==> src/rtl/seg7_pkg.sv <==
// Shared segment patterns, code points and width helper for the 7-segment scan driver.
package seg7_pkg;

  localparam logic [6:0] SEG_0     = 7'b1111110;
  localparam logic [6:0] SEG_1     = 7'b0110000;
  localparam logic [6:0] SEG_2     = 7'b1101101;
  localparam logic [6:0] SEG_3     = 7'b1111001;
  localparam logic [6:0] SEG_4     = 7'b0110011;
  localparam logic [6:0] SEG_5     = 7'b1011011;
  localparam logic [6:0] SEG_6     = 7'b1011111;
  localparam logic [6:0] SEG_7     = 7'b1110000;
  localparam logic [6:0] SEG_8     = 7'b1111111;
  localparam logic [6:0] SEG_9     = 7'b1111011;
  localparam logic [6:0] SEG_MINUS = 7'b0000001;
  localparam logic [6:0] SEG_BLANK = 7'b0000000;

  localparam logic [3:0] CODE_MINUS = 4'd10;
  localparam logic [3:0] CODE_BLANK = 4'd15;

  // Counter width for a modulo-n counter, never narrower than one bit.
  function automatic int unsigned seg7_cnt_width(input int unsigned n);
    return (n <= 2) ? 1 : $clog2(n);
  endfunction

endpackage

==> src/rtl/seg7_decode.sv <==
// Combinational 4-bit digit code to logical (active-high) a..g pattern.
module seg7_decode
  import seg7_pkg::*;
(
  input  logic [3:0] code_i,
  output logic [6:0] seg_c
);

  always_comb begin
    seg_c = SEG_BLANK;
    case (code_i)
      4'd0:       seg_c = SEG_0;
      4'd1:       seg_c = SEG_1;
      4'd2:       seg_c = SEG_2;
      4'd3:       seg_c = SEG_3;
      4'd4:       seg_c = SEG_4;
      4'd5:       seg_c = SEG_5;
      4'd6:       seg_c = SEG_6;
      4'd7:       seg_c = SEG_7;
      4'd8:       seg_c = SEG_8;
      4'd9:       seg_c = SEG_9;
      CODE_MINUS: seg_c = SEG_MINUS;
      default:    seg_c = SEG_BLANK;
    endcase
  end

endmodule

==> src/rtl/seg7_mux_driver.sv <==
// Time-multiplexed N-digit 7-segment driver with leading-zero blanking,
// a dark guard cycle at each slot start and registered, polarity-adjusted pins.
module seg7_mux_driver
  import seg7_pkg::*;
#(
  parameter int unsigned N_DIGITS       = 4,
  parameter int unsigned REFRESH_DIV    = 50000,
  parameter bit          SEG_ACTIVE_LOW = 1'b0,
  parameter bit          AN_ACTIVE_LOW  = 1'b1,
  parameter bit          LZ_BLANK       = 1'b1
)(
  input  logic                  clk,
  input  logic                  rst,
  input  logic [4*N_DIGITS-1:0] bcd_in,
  input  logic [N_DIGITS-1:0]   dot_in,
  input  logic                  load,
  output logic [6:0]            display,
  output logic                  ponto,
  output logic [N_DIGITS-1:0]   anode,
  output logic                  frame_done
);

  localparam int unsigned PW = seg7_cnt_width(REFRESH_DIV);
  localparam int unsigned IW = seg7_cnt_width(N_DIGITS);
  localparam logic [PW-1:0] PRESC_LAST = PW'(REFRESH_DIV - 1);
  localparam logic [IW-1:0] IDX_LAST   = IW'(N_DIGITS - 1);

  logic [PW-1:0]         presc_q, presc_d;
  logic [IW-1:0]         idx_q, idx_d;
  logic [4*N_DIGITS-1:0] bcd_q, bcd_d;
  logic [N_DIGITS-1:0]   dot_q, dot_d;
  logic                  frame_q, frame_d;
  logic [6:0]            disp_q, disp_d;
  logic                  ponto_q, ponto_d;
  logic [N_DIGITS-1:0]   anode_q, anode_d;

  logic [N_DIGITS-1:0]   blank_c;
  logic                  lead_c;
  logic [3:0]            cur_code_c;
  logic                  cur_dot_c;
  logic                  cur_blank_c;
  logic [N_DIGITS-1:0]   anode_log_c;
  logic [6:0]            seg_c;

  // Zero digits stay blank while every more-significant digit is blank; digit 0 always shows.
  always_comb begin
    blank_c = '0;
    lead_c  = LZ_BLANK;
    for (int i = int'(N_DIGITS) - 1; i >= 1; i--) begin
      if (lead_c && (bcd_q[4*i +: 4] == 4'd0)) begin
        blank_c[i] = 1'b1;
      end else begin
        lead_c = 1'b0;
      end
    end
  end

  always_comb begin
    cur_code_c  = '0;
    cur_dot_c   = 1'b0;
    cur_blank_c = 1'b0;
    anode_log_c = '0;
    for (int i = 0; i < int'(N_DIGITS); i++) begin
      if (idx_q == IW'(i)) begin
        cur_code_c  = bcd_q[4*i +: 4];
        cur_dot_c   = dot_q[i];
        cur_blank_c = blank_c[i];
        anode_log_c[i] = (presc_q != '0);
      end
    end
  end

  seg7_decode u_decode (
    .code_i (cur_blank_c ? CODE_BLANK : cur_code_c),
    .seg_c  (seg_c)
  );

  always_comb begin
    presc_d = (presc_q == PRESC_LAST) ? '0 : presc_q + PW'(1);
    idx_d   = idx_q;
    if (presc_q == PRESC_LAST) begin
      idx_d = (idx_q == IDX_LAST) ? '0 : idx_q + IW'(1);
    end
    frame_d = (presc_q == PRESC_LAST) && (idx_q == IDX_LAST);
    bcd_d   = load ? bcd_in : bcd_q;
    dot_d   = load ? dot_in : dot_q;
    disp_d  = {7{SEG_ACTIVE_LOW}} ^ seg_c;
    ponto_d = SEG_ACTIVE_LOW ^ cur_dot_c;
    anode_d = {N_DIGITS{AN_ACTIVE_LOW}} ^ anode_log_c;
  end

  // Reset drives every pin to its inactive level for the chosen polarity.
  always_ff @(posedge clk) begin
    if (rst) begin
      presc_q <= '0;
      idx_q   <= '0;
      bcd_q   <= '0;
      dot_q   <= '0;
      frame_q <= 1'b0;
      disp_q  <= {7{SEG_ACTIVE_LOW}};
      ponto_q <= SEG_ACTIVE_LOW;
      anode_q <= {N_DIGITS{AN_ACTIVE_LOW}};
    end else begin
      presc_q <= presc_d;
      idx_q   <= idx_d;
      bcd_q   <= bcd_d;
      dot_q   <= dot_d;
      frame_q <= frame_d;
      disp_q  <= disp_d;
      ponto_q <= ponto_d;
      anode_q <= anode_d;
    end
  end

  assign display    = disp_q;
  assign ponto      = ponto_q;
  assign anode      = anode_q;
  assign frame_done = frame_q;

endmodule
==> config.mk <==
export PLATFORM = sky130hd
export DESIGN_NAME = seg7_mux_driver
export DESIGN_NICKNAME = d
export VERILOG_FILES = /design/src/rtl/seg7_pkg.sv /design/src/rtl/seg7_decode.sv /design/src/rtl/seg7_mux_driver.sv
export SDC_FILE = /design/constraint.sdc
export NUM_CORES = 1
export LEC_CHECK = 0
export CAP_MARGIN = 20
export CORE_ASPECT_RATIO = 1.1
export CORE_MARGIN = 5
export CORE_UTILIZATION = 51
export CTS_CLUSTER_DIAMETER = 100
export CTS_CLUSTER_SIZE = 30
export DETAILED_ROUTE_END_ITERATION = 8
export GPL_TIMING_DRIVEN = 1
export PLACE_DENSITY_LB_ADDON = 0.3
export SLEW_MARGIN = 20
export SYNTH_ARGS = -nofsm -noshare
export SYNTH_HDL_FRONTEND = slang
export SYNTH_SLANG_ARGS = --single-unit
==> constraint.sdc <==
create_clock -name clk -period 6.86 [get_ports clk]
set_input_delay 1.372 -clock clk [delete_from_list [all_inputs] [get_ports clk]]
set_output_delay 1.372 -clock clk [all_outputs]
set_load 0.02 [all_outputs]
# --- Word-level counts from Yosys, hierarchy flattened ---
# Memory sizes are Yosys's and may differ from the RTL's. A register that Yosys moved wholly into a read port is not among the register bits.
# Cells that the tools add are included.
totals:
  register_bits: 44
  mem_bits_ro: 112
  out_inout_bits: 13
  elab_cells: 45
  n_memories: 1
mem_list:
  columns: ["memory", "depth", "width", "read_ports", "rd_ports_with_merged_regs", "wr", "line", "rtl"]
  rows:
  - ["(no name shown)", 16, 7, 1, 1, 0, "seg7_decode.sv:11", "case (code_i)"]
op_classes:
  addsub: 2
  n_eq_ne: 4
  muxes: 21
  bitwise_logic: 1
  n_reduce_logical: 9
ops:
  columns: ["operator", "count"]
  rows:
  - ["two-way mux 4 bit", 5]
  - ["adder 16 x 1 -> 16 bit, second input constant", 1]
  - ["equality test 16 bit, second input constant", 1]
  - ["nonzero test 16 bit", 1]
  - ["two-way mux 1 bit", 15]
  - ["zero test 4 bit", 3]
  - ["equality test 2 bit, second input constant", 2]
  - ["inverter 4 bit", 1]
  - ["logical AND 1 bit", 3]
  - ["adder 2 x 1 -> 2 bit, second input constant", 1]
  - ["equality test 2 x 1 -> 1 bit, second input constant", 1]
  - ["zero test 2 bit", 1]
  - ["two-way mux 2 bit", 1]
  - ["OR reduction 2 bit", 1]

# --- Logic depth before layout (Yosys ltp) ---
# Gate-level depths: netlist of the first run.
logic_depth:
  ltp_word: 10
  depth_mapped: 10

# --- Cells and area by module ---
# From an unflattened synthesis of the first run, not the netlist that was laid out.
hier_totals:
  cells_unflattened: 258
  hier_area_um2: 2357.3
modules_own_cells:
  columns: ["module", "n_inst", "cells_each", "area_per_inst_um2"]
  rows:
  - ["seg7_mux_driver", 1, 229, 2142.1]
  - ["seg7_decode", 1, 29, 215.2]

# --- Worst setup path after synthesis of the first run ---
# OpenSTA, ideal clock, no wires.
synth_path:
  kind: "input to register"
  from: "input port rst"
  to: "register disp_q[1] (netlist: display[1])"
  setup_ps: 132
  arrival_time_ps: 2196
  path_slack_ps: 4532
  path_stages: 4
  path_cell_list: "clkbuf_1 -> o22ai_1 -> nor2_1 -> o22ai_1"
synth_rtl:
  columns: ["item", "line", "rtl"]
  rows:
  - ["start: declaration", "seg7_mux_driver.sv:13", "input logic rst,"]
  - ["end: declaration", "seg7_mux_driver.sv:33", "logic [6:0] disp_q, disp_d;"]

==> results of run 1 <==
-- cells in the final DEF, fill, tap and decap left out, drive strengths merged, types with 2 or more instances in the layout --
cell and instances:
dfxtp 51, nor2 39, clkdlybuf4s50 34, mux2i 23
inv 13, ha 12, nand2 10, nand3 9
a21oi 8, xnor2 8, nor4 8, clkbuf 7
nand4 6, xor2 6, a21o 6, a211oi 5
o21ai 5, o22ai 5, nand3b 4, nor3b 4
a21boi 3, nor3 3, or4 3, a221o 2
or3 2, and4 2, a211o 2, o21bai 2
buf 2
-- worst paths after layout --
| path | start | endpoint | depth (start not counted) |
|---|---|---|---|
| max | rst | display[0] | 6 |
| min | dot_q[3] | ponto | 2 |
| max reg2reg | idx_q[0] | display[6] | 7 |
| min reg2reg | dot_q[3] | ponto | 2 |
-- layer usage --
metal | share of wire | wire length [um] | vias up
met5 | 0 | 0 | -
met2 | 0.49 | 2390 | 36
li1 | - | - | 1004
met1 | 0.45 | 2180 | 877
met3 | 0.048 | 236 | 7
met4 | 0.015 | 72 | 0
-- cell usage after synthesis (2+ instances only) --
master,n
ha_1,12
a21oi_1,8
inv_1,13
a221o_1,2
nor2_1,39
a21o_2,2
xnor2_1,8
mux2i_1,23
nor3b_1,4
nor4_1,7
o21bai_1,2
o21ai_0,5
buf_2,4
a211o_1,2
nor3_1,3
or3_1,2
nand3b_1,4
nand4_1,6
xor2_1,6
nand3_1,9
or4_1,2
a211oi_1,5
nand2_1,10
clkbuf_1,8
dfxtp_1,51
a21boi_0,3
a21o_1,3
and4_1,2
o22ai_1,5
-- logic make-up after synthesis --
logic type / synth area share
compound gates: 0.122
buf+inv: 0.0481
simple gates: 0.208
mux: 0.0978
fa+ha+maj: 0.0608
flops: 0.414
xor+xnor: 0.0497
-- critical path: cells and delay by family --
family	cells	cell delay, ps
AND/OR/NAND/NOR	2	540
buffers and inverters	2	760
AO/OA/AOI/OAI	2	280
-- registers in the layout, summed over array words and instances (netlist names) --
signal,flops
anode,4
bcd_q,16
display,7
dot_q,4
frame_done,1
idx_q,2
ponto,1
presc_q,16
-- cell type report --
type                    instances  share of cell area
inverters                      13              0.0168
well taps                      56              0.0241
clock inverters                 1             0.00172
clock buffers                   7              0.0263
multi-input cells             188               0.458
flip-flops and latches         51               0.352
repair buffers                 36               0.122
-- per-stage QoR --
step	hold WS [ps]	setup WS [ps]	instance area, um2	power (mW)
after global placement	452	3780	2830	0.417
after detailed placement	450	3740	2830	0.419
final	464	4080	2900	0.575
after CTS	466	4070	2910	0.584
after global routing	496	4020	2900	0.608
after floorplan	431	4530	2470	0.381
-- power breakdown --
part	switching (mW)	internal (mW)
clock network	0.0920	0.0717
logic	0.0440	0.0456
registers	0.00945	0.312
==> impl_metrics.csv, run 1 <==
group,metric,value,unit
placement,gp_congestion,0.840,
logic_synthesis,syn_nets,302,
detailed_routing,drtPass1Iterations,4,
layout,drive_gt1_frac,0.0608,
floorplan,fp.dieH,83.0,um
global_route,met3_usage,0.0509,
critical_path,arrival,2960,ps
clock_network,clk_latency,300,ps
timing,setup_violations,0,
critical_path,cp-start-kind,"primary input",
logic_synthesis,synth_seq_cells,51,
clock_network,cts_buffer_depth,2,
clock_network,clk_pin_slew_worst_paths,80,ps
floorplan,die_area,0.00633,mm2
power_and_ir_drop,p_per_area,198,mW/mm2
placement,port_buffers,35,
min_path,min_path_type,"reg2reg",
clock_network,clockRootBuffer,"clkbuf_8",
logic_synthesis,synth_top_area_frac,0.414,
layout,multi_input_area,0.00133,mm2
global_route,grt_pass1_wl,8400,um
critical_path,crit_type,"in2reg",
logic_synthesis,seq_area_frac_synth,0.414,
detailed_routing,vias,1924,
layout,antenna_cells,0,
layout,final_nets,330,
floorplan,row_count,26,
global_route,global_route.peak_usage_layer,"met2",
critical_path,required,7040,ps
logic_synthesis,yosysTopAreaCell,"dfxtp_1",
global_route,grt_max_degree,31,
job,drv_cap,0,
timing,hold_violations,0,
layout,seqCellArea,0.00102,mm2
global_route,antenna_found_initial,0,
layout,syn2layout_area_growth,17.6,%
floorplan,ios,36,
layout,post-route-util,0.620,
timing,fmax,359,MHz
logic_synthesis,netlist_area,0.00247,mm2
floorplan,core,0.00468,mm2
clock_network,post_cts_buffers,0,
layout,fill_cells,414,
global_route,grt_use_total,0.158,
logic_synthesis,yosysWarnings,0,
critical_path,end_kind,"flip-flop",
timing,fin_crit,2780,ps
logic_synthesis,netlist_instances,267,
critical_path,critPathMaxStageDelay,460,ps
global_route,globalRouteMet1Util,0.192,
placement,placed_cells,344,
timing,post-route-period-util,0.406,
floorplan,die_w,76.3,um
detailed_routing,drc,0,
timing,slew_headroom,0.526,
timing,rsz0062_at_grt,"no",
logic_synthesis,ys_types,46,
global_route,grt_pass1_vias,1833,
layout,final_cells,352,
timing,final.setup_skew,2.71,ps
clock_network,clkSinkCount,51,
run_status,status,"completed",
logic_synthesis,avgSynthCellArea,9.25,um2
global_route,grt_overflow,0,
detailed_routing,drt_wl_total,4880,um
timing,finalSetupTns,0,ps
critical_path,slowest_stage,"clkdlybuf4s50_1",
clock_network,cts_tree,"yes",
detailed_routing,drt-initial-drc-count,92,
clock_network,h-tree-depth,2,
logic_synthesis,synthFlopType,"dfxtp_1",
logic_synthesis,synth.area.top_cells,"dfxtp_1 (41%), mux2i_1 (9.3%), ha_1 (6.1%)",
clock_network,ctsHoldBuffers,0,
clock_network,post_cts_resized,0,
power_and_ir_drop,p_leak,1.16,nW
placement,place_hpwl,3470,um
detailed_routing,routedWlPerCell,13.9,um
critical_path,worstPathMaxFanout,30,
detailed_routing,avgViaCountPerCell,5.47,
floorplan,initial_core_util,0.527,
global_route,grt_use_met2,0.261,
power_and_ir_drop,ir_worst_vdd,122,uV
critical_path,path_cells,"clkdlybuf4s50_1 -> buf_4 -> or2_2 -> o22ai_1 -> nor2_1 -> o22ai_1",
timing,maxSlewViolCount,0,
clock_network,numCtsBuffers,5,
timing,worst_slew_pin_slew,710,ps
logic_synthesis,ys_async_sr_fraction,0,
critical_path,crit_top_cell,"o22ai_1",
detailed_routing,postRouteAntennaNets,0,
logic_synthesis,synth_edf_count,0,
critical_path,rrSetupSlack,4390,ps
(Power assumes the default switching activity.)
==> inputs of run 2 (changes only) <==
Settings changed: CORE_UTILIZATION 51 to 49.
Clock period 6.86 ns to 2.4 ns, I/O delays scaled along.
==> impl_metrics.csv, run 2 (synthesized netlist as in run 1, its figures left out) <==
group,metric,value,unit
timing,final.setup_skew,3.85,ps
floorplan,initial_core_util,0.501,
power_and_ir_drop,ir_worst_vdd,295,uV
run_status,status,"completed",
layout,syn2layout_area_growth,20.5,%
global_route,antenna_found_initial,0,
clock_network,post_cts_resized,0,
critical_path,timing.rr.start,"idx_q[0]",
power_and_ir_drop,p_total,1.72,mW
floorplan,row_count,27,
placement,port_buffers,35,
clock_network,clkSinkCount,51,
timing,maxSlewViolCount,0,
timing,setup_violations,0,
critical_path,worstPathMaxFanout,13,
clock_network,cts_tree,"yes",
detailed_routing,routedWlPerCell,14.1,um
layout,final_cell_mix,"dfxtp_1 (51), nor2_1 (39), clkdlybuf4s50_1 (35), mux2i_1 (23), inv_1 (13)",
layout,layout_commonest_cell,"dfxtp_1",
floorplan,die_w,77.7,um
global_route,grt_overflow,0,
floorplan,fp.dieH,84.4,um
placement,placed_cells,350,
clock_network,cts_buffer_depth,2,
detailed_routing,avgViaCountPerCell,5.51,
detailed_routing,vias,1971,
global_route,grt_pass1_vias,1793,
timing,fin_crit,2170,ps
clock_network,clk_pin_slew_worst_paths,90,ps
placement,place_hpwl,3690,um
detailed_routing,postRouteAntennaNets,0,
min_path,min_path_type,"reg2reg",
critical_path,r2r_end,"display[5]",
detailed_routing,drt_wl_total,5040,um
timing,worst_slew_pin_slew,712,ps
clock_network,ctsHoldBuffers,0,
detailed_routing,drc,0,
min_path,hold_path_depth,2,
min_path,hp-start,"dot_q[3]",
layout,final_nets,334,
critical_path,arrival,2350,ps
critical_path,rrSetupSlack,230,ps
global_route,grt_max_degree,21,
critical_path,cp-start-kind,"flip-flop",
critical_path,rr_worst_depth,8,
critical_path,crit_type,"reg2reg",
critical_path,required,2580,ps
job,drv_cap,0,
min_path,whs_endpoint,"ponto",
clock_network,numCtsBuffers,5,
power_and_ir_drop,p_per_area,578,mW/mm2
timing,finalSetupTns,0,ps
detailed_routing,drtPass1Iterations,4,
timing,hold_violations,0,
timing,slew_headroom,0.521,
power_and_ir_drop,p_leak,1.18,nW
global_route,grt_pass1_wl,8490,um
layout,drive_gt1_frac,0.0900,
layout,fill_cells,436,
layout,final_cells,358,
floorplan,die_area,0.00656,mm2
timing,rsz0062_at_grt,"no",
placement,gp_congestion,0.820,
floorplan,ios,36,
clock_network,clk_latency,300,ps
clock_network,clockRootBuffer,"clkbuf_8",
global_route,grt_use_total,0.157,
clock_network,post_cts_buffers,0,
detailed_routing,drt-initial-drc-count,97,
timing,post-route-period-util,0.904,
timing,fmax,461,MHz
clock_network,h-tree-depth,2,
critical_path,end_kind,"flip-flop",
timing,holdWs,463,ps
floorplan,core,0.00493,mm2
layout,antenna_cells,0,
run 2: changes by cell type in the layout (fill, tap and decap cells not counted):
cell	before	now
a21boi_2	0	1
clkdlybuf4s50_1	34	35
a21boi_0	3	1
clkinvlp_4	0	1
buf_4	1	5
clkbuf_8	5	7
ha_1	12	9
a21boi_1	0	1
ha_2	0	3
buf_2	1	0
clkbuf_1	2	0
clkinv_2	1	0
run 2: how the worst max path moves through the flow:
| stage | startpoint | to | cells past startpoint |
|---|---|---|---|
| CTS | idx_q[0] | display[3] | 9 |
| floorplan | idx_q[0] | display[5] | 9 |
| global route | idx_q[0] | display[3] | 8 |
| global placement | idx_q[0] | display[6] | 7 |
| detailed placement | idx_q[0] | display[3] | 9 |
| finish | idx_q[0] | display[5] | 8 |
run 2: layout make-up:
type / instances / area [um2] / area share
well taps: 58 / 72.6 / 0.0244
repair buffers: 40 / 388 / 0.130
inverters: 13 / 48.8 / 0.0164
clock inverters: 1 / 7.51 / 0.00252
clock buffers: 7 / 96.3 / 0.0324
multi-input cells: 188 / 1340 / 0.451
flip-flops and latches: 51 / 1020 / 0.343
run 2: per-stage QoR:
step | cell area [um2] | utilization | setup WS (ps)
4_1_cts | 2960 | 0.601 | 30.2
6_report | 2970 | 0.603 | 230
5_1_grt | 2970 | 0.603 | 9.85
3_5_place_dp | 2860 | 0.580 | 60.2
2_1_floorplan | 2470 | - | 191
3_3_place_gp | 2860 | 0.580 | 184
run 2: layer usage:
metal / wire, um / track usage / vias up
li1: - / - / 1007
met4: 73 / 0.0469 / 0
met3: 259 / 0.0461 / 7
met5: 0 / 0 / -
met2: 2460 / 0.265 / 41
met1: 2240 / 0.190 / 916
run 2: critical path: stages, from the launching register on:
cell and delay, ps:
dfxtp_1 350, inv_1 120, ha_2 310, nor3b_1 240
a221o_1 240, o21ai_0 220, ha_1 330, o21bai_1 140
a21oi_1 90
run 2: where the power goes:
group / switching (mW) / leakage (nW) / total, mW / internal (mW)
clock: 0.275 / 0.0505 / 0.538 / 0.262
sequential: 0.0276 / 0.419 / 0.920 / 0.892
combinational: 0.128 / 0.710 / 0.263 / 0.135
total: 0.431 / 1.18 / 1.72 / 1.29
